`src/rtl/gcd_loader_pkg.sv`:
```
// Shared types and widths for the gcd operand loader.
// The nibble counter's top bit selects which operand is being filled.
package gcd_loader_pkg;
    localparam int OPERAND_W           = 16;
    localparam int NIBBLE_W            = 4;
    localparam int NIBBLES_PER_OPERAND = 4;
    localparam int NIBBLES_TOTAL       = 2 * NIBBLES_PER_OPERAND;
    localparam int NIBBLE_CNT_W        = $clog2(NIBBLES_TOTAL);

    typedef enum logic [1:0] {
        COLLECT,
        LOAD,
        BUSY,
        DONE
    } state_t;
endpackage

```
`src/rtl/gcd_nibble_collector.sv`:
```
// Assembles two operands from an LSB-first nibble stream; pulses operands_complete
// combinationally on the final accepted nibble so the FSM can leave COLLECT that same edge.
module gcd_nibble_collector
    import gcd_loader_pkg::*;
(
    input  logic                 clock,
    input  logic                 reset,
    input  logic                 nibble_accept,
    input  logic [NIBBLE_W-1:0]  nibble,
    output logic [OPERAND_W-1:0] value1,
    output logic [OPERAND_W-1:0] value2,
    output logic [OPERAND_W-1:0] value2_next,
    output logic                 operands_complete
);
    localparam int SEL_W = $clog2(NIBBLES_PER_OPERAND);

    logic [NIBBLE_CNT_W-1:0] cnt_q, cnt_d;
    logic [OPERAND_W-1:0]    value1_q, value1_d;
    logic [OPERAND_W-1:0]    value2_q, value2_d;
    logic [SEL_W-1:0]        sel;

    assign sel = cnt_q[SEL_W-1:0];

    always_comb begin
        cnt_d    = cnt_q;
        value1_d = value1_q;
        value2_d = value2_q;
        if (nibble_accept) begin
            cnt_d = cnt_q + NIBBLE_CNT_W'(1);
            if (!cnt_q[NIBBLE_CNT_W-1]) begin
                value1_d[sel*NIBBLE_W +: NIBBLE_W] = nibble;
            end else begin
                value2_d[sel*NIBBLE_W +: NIBBLE_W] = nibble;
            end
        end
    end

    always_ff @(posedge clock) begin
        if (reset) begin
            cnt_q    <= '0;
            value1_q <= '0;
            value2_q <= '0;
        end else begin
            cnt_q    <= cnt_d;
            value1_q <= value1_d;
            value2_q <= value2_d;
        end
    end

    assign value1            = value1_q;
    assign value2            = value2_q;
    // The zero shortcut needs operand B including the nibble landing this cycle.
    assign value2_next       = value2_d;
    assign operands_complete = nibble_accept && (&cnt_q);
endmodule

```
`src/rtl/gcd_operand_loader.sv`:
```
// Feeds the gcd core: collects operands, strobes a load, waits (bounded) for the result,
// holds it until acked. Zero operand A bypasses the core since it would never terminate.
module gcd_operand_loader
    import gcd_loader_pkg::*;
#(
    parameter int TIMEOUT_CYCLES = 65536
) (
    input  logic                 clock,
    input  logic                 reset,
    input  logic                 in_valid,
    input  logic [NIBBLE_W-1:0]  in_nibble,
    output logic                 in_ready,
    output logic [OPERAND_W-1:0] io_value1,
    output logic [OPERAND_W-1:0] io_value2,
    output logic                 io_loadingValues,
    input  logic [OPERAND_W-1:0] io_outputGCD,
    input  logic                 io_outputValid,
    output logic [OPERAND_W-1:0] result,
    output logic                 result_valid,
    output logic                 result_error,
    input  logic                 result_ack,
    output logic                 busy
);
    localparam int TMO_W = $clog2(TIMEOUT_CYCLES) + 1;

    state_t               state_q, state_d;
    logic [TMO_W-1:0]     tmo_q, tmo_d;
    logic [OPERAND_W-1:0] result_q, result_d;
    logic                 result_error_q, result_error_d;
    logic                 result_valid_q, result_valid_d;
    logic                 loading_q, loading_d;

    logic                 nibble_accept;
    logic                 operands_complete;
    logic [OPERAND_W-1:0] value2_next;

    assign in_ready      = (state_q == COLLECT);
    assign busy          = (state_q != COLLECT);
    assign nibble_accept = in_valid && in_ready;

    gcd_nibble_collector u_collector (
        .clock             (clock),
        .reset             (reset),
        .nibble_accept     (nibble_accept),
        .nibble            (in_nibble),
        .value1            (io_value1),
        .value2            (io_value2),
        .value2_next       (value2_next),
        .operands_complete (operands_complete)
    );

    always_comb begin
        state_d        = state_q;
        tmo_d          = tmo_q;
        result_d       = result_q;
        result_error_d = result_error_q;
        case (state_q)
            COLLECT: begin
                if (operands_complete) begin
                    if (io_value1 == '0) begin
                        state_d        = DONE;
                        result_d       = value2_next;
                        result_error_d = 1'b0;
                    end else begin
                        state_d = LOAD;
                    end
                end
            end
            LOAD: begin
                // Core valid still reflects its previous run here, so it is not looked at.
                state_d = BUSY;
                tmo_d   = '0;
            end
            BUSY: begin
                if (io_outputValid) begin
                    state_d        = DONE;
                    result_d       = io_outputGCD;
                    result_error_d = 1'b0;
                end else if (tmo_q == TMO_W'(TIMEOUT_CYCLES - 1)) begin
                    state_d        = DONE;
                    result_d       = '0;
                    result_error_d = 1'b1;
                end else begin
                    tmo_d = tmo_q + TMO_W'(1);
                end
            end
            DONE: begin
                if (result_ack) begin
                    state_d = COLLECT;
                end
            end
            default: state_d = COLLECT;
        endcase
        loading_d      = (state_d == LOAD);
        result_valid_d = (state_d == DONE);
    end

    always_ff @(posedge clock) begin
        if (reset) begin
            state_q        <= COLLECT;
            tmo_q          <= '0;
            result_q       <= '0;
            result_error_q <= 1'b0;
            result_valid_q <= 1'b0;
            loading_q      <= 1'b0;
        end else begin
            state_q        <= state_d;
            tmo_q          <= tmo_d;
            result_q       <= result_d;
            result_error_q <= result_error_d;
            result_valid_q <= result_valid_d;
            loading_q      <= loading_d;
        end
    end

    assign io_loadingValues = loading_q;
    assign result           = result_q;
    assign result_valid     = result_valid_q;
    assign result_error     = result_error_q;
endmodule

```
`config.mk`:
```
export PLATFORM = sky130hd
export DESIGN_NAME = gcd_operand_loader
export DESIGN_NICKNAME = d
export VERILOG_FILES = /design/src/rtl/gcd_loader_pkg.sv /design/src/rtl/gcd_nibble_collector.sv /design/src/rtl/gcd_operand_loader.sv
export SDC_FILE = /design/constraint.sdc
export NUM_CORES = 1
export LEC_CHECK = 0
export CORE_MARGIN = 2
export CORE_UTILIZATION = 47
export CTS_BUF_LIST = sky130_fd_sc_hd__clkbuf_8
export CTS_CLUSTER_DIAMETER = 150
export CTS_CLUSTER_SIZE = 28
export DETAILED_ROUTE_END_ITERATION = 10
export GPL_TIMING_DRIVEN = 0
export PLACE_DENSITY = 0.76
export SLEW_MARGIN = 20
export SYNTH_ARGS = -nofsm -noshare
export SYNTH_HDL_FRONTEND = slang
export SYNTH_SLANG_ARGS = --single-unit
```
`constraint.sdc`:
```
create_clock -name clock -period 2.5 [get_ports clock]
set_clock_uncertainty 0.1 [all_clocks]
set_input_delay 0.375 -clock clock [delete_from_list [all_inputs] [get_ports clock]]
set_output_delay 0.375 -clock clock [all_outputs]
set_load 0.05 [all_outputs]
```
==> impl_metrics.tcl <==
set metrics [dict create \
    finalHoldViolations 0 \
    required_ns 2.03 \
    area_delta_synth_final_pct 36.4 \
    routed-via-count 3650 \
    path_clk_slew_ns 0.08 \
    dp_hpwl_microns 7750 \
    max_cap_violations 0 \
    cts_tree "done" \
    avgSynthCellArea_sq_um 8.61 \
    p_per_area_mw_per_mm2 466 \
    worstPathBufferInverterCount 4 \
    synth_seq_cells 73 \
    numCtsBuffers 9 \
    fp-row-count 31 \
    synthTopCellsByArea "dfxtp_1 (41%), a21oi_1 (7.8%), nor2_1 (3.6%), ha_1 (3.2%), nand3_1 (3.1%)" \
    diodes 0 \
    grt_pass1_vias 3368 \
    avgViaCountPerCell 5.97 \
    clock_path_buffers 2 \
    final_area_sq_mm 0.00484 \
    grt_pass1_wl_microns 16700 \
    ys_types 54 \
    totalWireLength_microns 10600 \
    ant_nets 0 \
    wire_per_inst_microns 17.3 \
    crit_path_start_kind "flip-flop" \
    synth_flop_cell "dfxtp_1" \
    endpoint_kind "output pin" \
    status "finished, final reports clean" \
    drtPass1Iterations 8 \
    dieArea_sq_mm 0.00826 \
    hold_path_class "reg -> reg" \
    worst_pin_slew_ns 0.755 \
    clock_latency_ns 0.34 \
    htree_levels 3 \
    cpMaxStageDelayCell "dlygate4sd2_1" \
    synth-async-reset-ratio 0 \
    drive_gt1_frac 0.150 \
    antenna_found_initial 0 \
    syn-cell-area_sq_mm 0.00355 \
    period_share 0.962 \
    yosys_warnings 0 \
    fin_setup_tns_ns 0 \
    gp_congestion 0.864 \
    synth_top_cell_area_share 0.412 \
    final_max_slew_viol_count 0 \
    final-setup-viol-count 0 \
    peakVddDrop_v 0.000320 \
    overflow 0 \
    period_minus_slack_ns 2.40 \
    portBuffers 76 \
    fillers 601 \
    grt_max_degree 12 \
    gr-usage-all-layers 0.252 \
    die_width_microns 90.9 \
    layout_setup_ws_ns 0.0957 \
    start_util 0.486 \
    critPathArrivalTime_ns 1.93 \
    placed_cell_area_sq_mm 0.00443 \
    core_area_sq_mm 0.00729 \
    place_ws_ns -0.413 \
    path_delay_family "buffers and inverters" \
    yosysTopAreaCell "dfxtp_1" \
    crit_path_max_fanout 10 \
    critPathKind "reg -> out" \
    final_common_cell "clkdlybuf4s50_1" \
    path_cells "buf_6 > clkbuf_1 > or2_2 > inv_1 > dlygate4sd2_1" \
    layout_common_cells "clkdlybuf4s50_1 (74), dfxtp_1 (70), a21oi_1 (55)" \
    synthCells 412 \
    synthesis.nets 446 \
    slew-limit-headroom 0.492 \
    initialDrtViolationCount 266 \
    ys_seq_area_frac 0.412 \
    synth_edf_count 0 \
    p_leak_uw 0.00166 \
    nets 543 \
    post-route-util 0.663 \
    slowest_delay_ns 0.51 \
    cts.sinks 73 \
    drc_errors 0 \
    die_h_microns 90.9 \
    fmax_mhz 416 \
    ctsRootBufferMaster "clkbuf_8" \
    ios 78 \
    rsz0062_at_grt "false" \
]
## cells by family after synthesis
logic type / Yosys count / share of synthesized area
XOR/XNOR: 6 / 0.0148
multiplexers: 6 / 0.0173
buffers and inverters: 41 / 0.0497
AND/OR/NAND/NOR: 159 / 0.264
flip-flops: 73 / 0.412
adder cells (fa/ha/maj): 9 / 0.0317
AO/OA/AOI/OAI: 118 / 0.210
## metal layers
metal | GRT usage | up-vias | part of all wire | wire, microns
met5 | 0 | - | 0 | 0
met4 | 0.0909 | 0 | 0.023 | 244
met3 | 0.0526 | 22 | 0.078 | 823
met2 | 0.405 | 166 | 0.47 | 4960
met1 | 0.336 | 1748 | 0.43 | 4520
li1 | - | 1714 | - | -
## flip-flops by register name (all words and copies together), names as in the netlist
signal and flops:
result_error 1, io_loadingValues 1, u_collector.cnt_q 3, tmo_q 17, state_q 2, u_collector.value2 16, result_valid 1, u_collector.value1 16
result 16
## tightest hold or removal path, delay by kind of cell (launching register included)
kind	cells	cell delay, ns
AOI/OAI and AO/OA	1	0.05
DFF	1	0.32
and+or+nand+nor	1	0.05
## final cells by class
class / instances / area (sq um) / area share
multi-input cells: 298 / 2070 / 0.428
inverters: 13 / 52.6 / 0.0109
clock buffers: 9 / 124 / 0.0256
well taps: 99 / 124 / 0.0256
plain buffers: 27 / 133 / 0.0274
repair buffers: 87 / 841 / 0.174
flip-flops and latches: 73 / 1470 / 0.303
clock inverters: 5 / 26.3 / 0.00543
## synthesized netlist by cell type, types with 2 or more instances
master / number
xor2_1: 4
nor2b_1: 2
o31ai_1: 2
nand3_1: 22
nand2b_1: 5
nor2_1: 34
a311o_1: 4
or4_1: 2
buf_4: 2
or2_2: 8
a221oi_1: 11
mux2i_1: 5
a31o_2: 5
nor4_1: 4
xnor2_1: 2
buf_2: 6
and4bb_2: 2
a311oi_1: 7
nand2_1: 27
inv_1: 13
nand4_1: 3
or4bb_1: 4
ha_1: 9
a21oi_1: 55
and3_1: 10
a22oi_1: 3
o2111ai_1: 2
nor3_1: 8
clkbuf_1: 19
nor4bb_1: 7
nand4b_1: 3
dfxtp_1: 73
o21ai_0: 21
or3_1: 8
## power by group
part	total, uW	switching (uW)	internal [uW]
combinational	301	167	134
clock	771	431	340
sequential	1180	13.8	1170
total	2260	612	1640
## final timing paths
kind	from	to	slack, ns	cells past startpoint
setup / recovery	state_q[0]$_SDFF_PP0_	in_ready	0.1	5
setup reg to reg	u_collector.cnt_q[0]$_SDFFE_PP0P_	result[13]$_SDFFE_PP0P_	0.14	6
hold reg to reg	u_collector.value1[7]$_SDFFE_PP0P_	u_collector.value1[7]$_SDFFE_PP0P_	0.37	2
hold / removal	u_collector.value1[7]$_SDFFE_PP0P_	u_collector.value1[7]$_SDFFE_PP0P_	0.37	2
## timing repair
action / 4_1_cts / 5_1_grt
setup buffers: 4 / 7
hold buffers: 0 / 0
cloned: 0 / 0
gates resized for setup: 19 / 20
pin swaps: 2 / 5
setup endpoints to repair: 25 / 29
endpoints found under the hold margin: 0 / 0
## metrics by stage
step | hold slack [ns] | power (uW) | std cells
2_1_floorplan | 0.349 | 1340 | 412
3_3_place_gp | 0.359 | 1430 | 587
3_5_place_dp | 0.363 | 1430 | 587
4_1_cts | 0.373 | 2200 | 605
5_1_grt | 0.399 | 2320 | 611
6_report | 0.370 | 2260 | 611
Power figures use the tool's default switching activity.
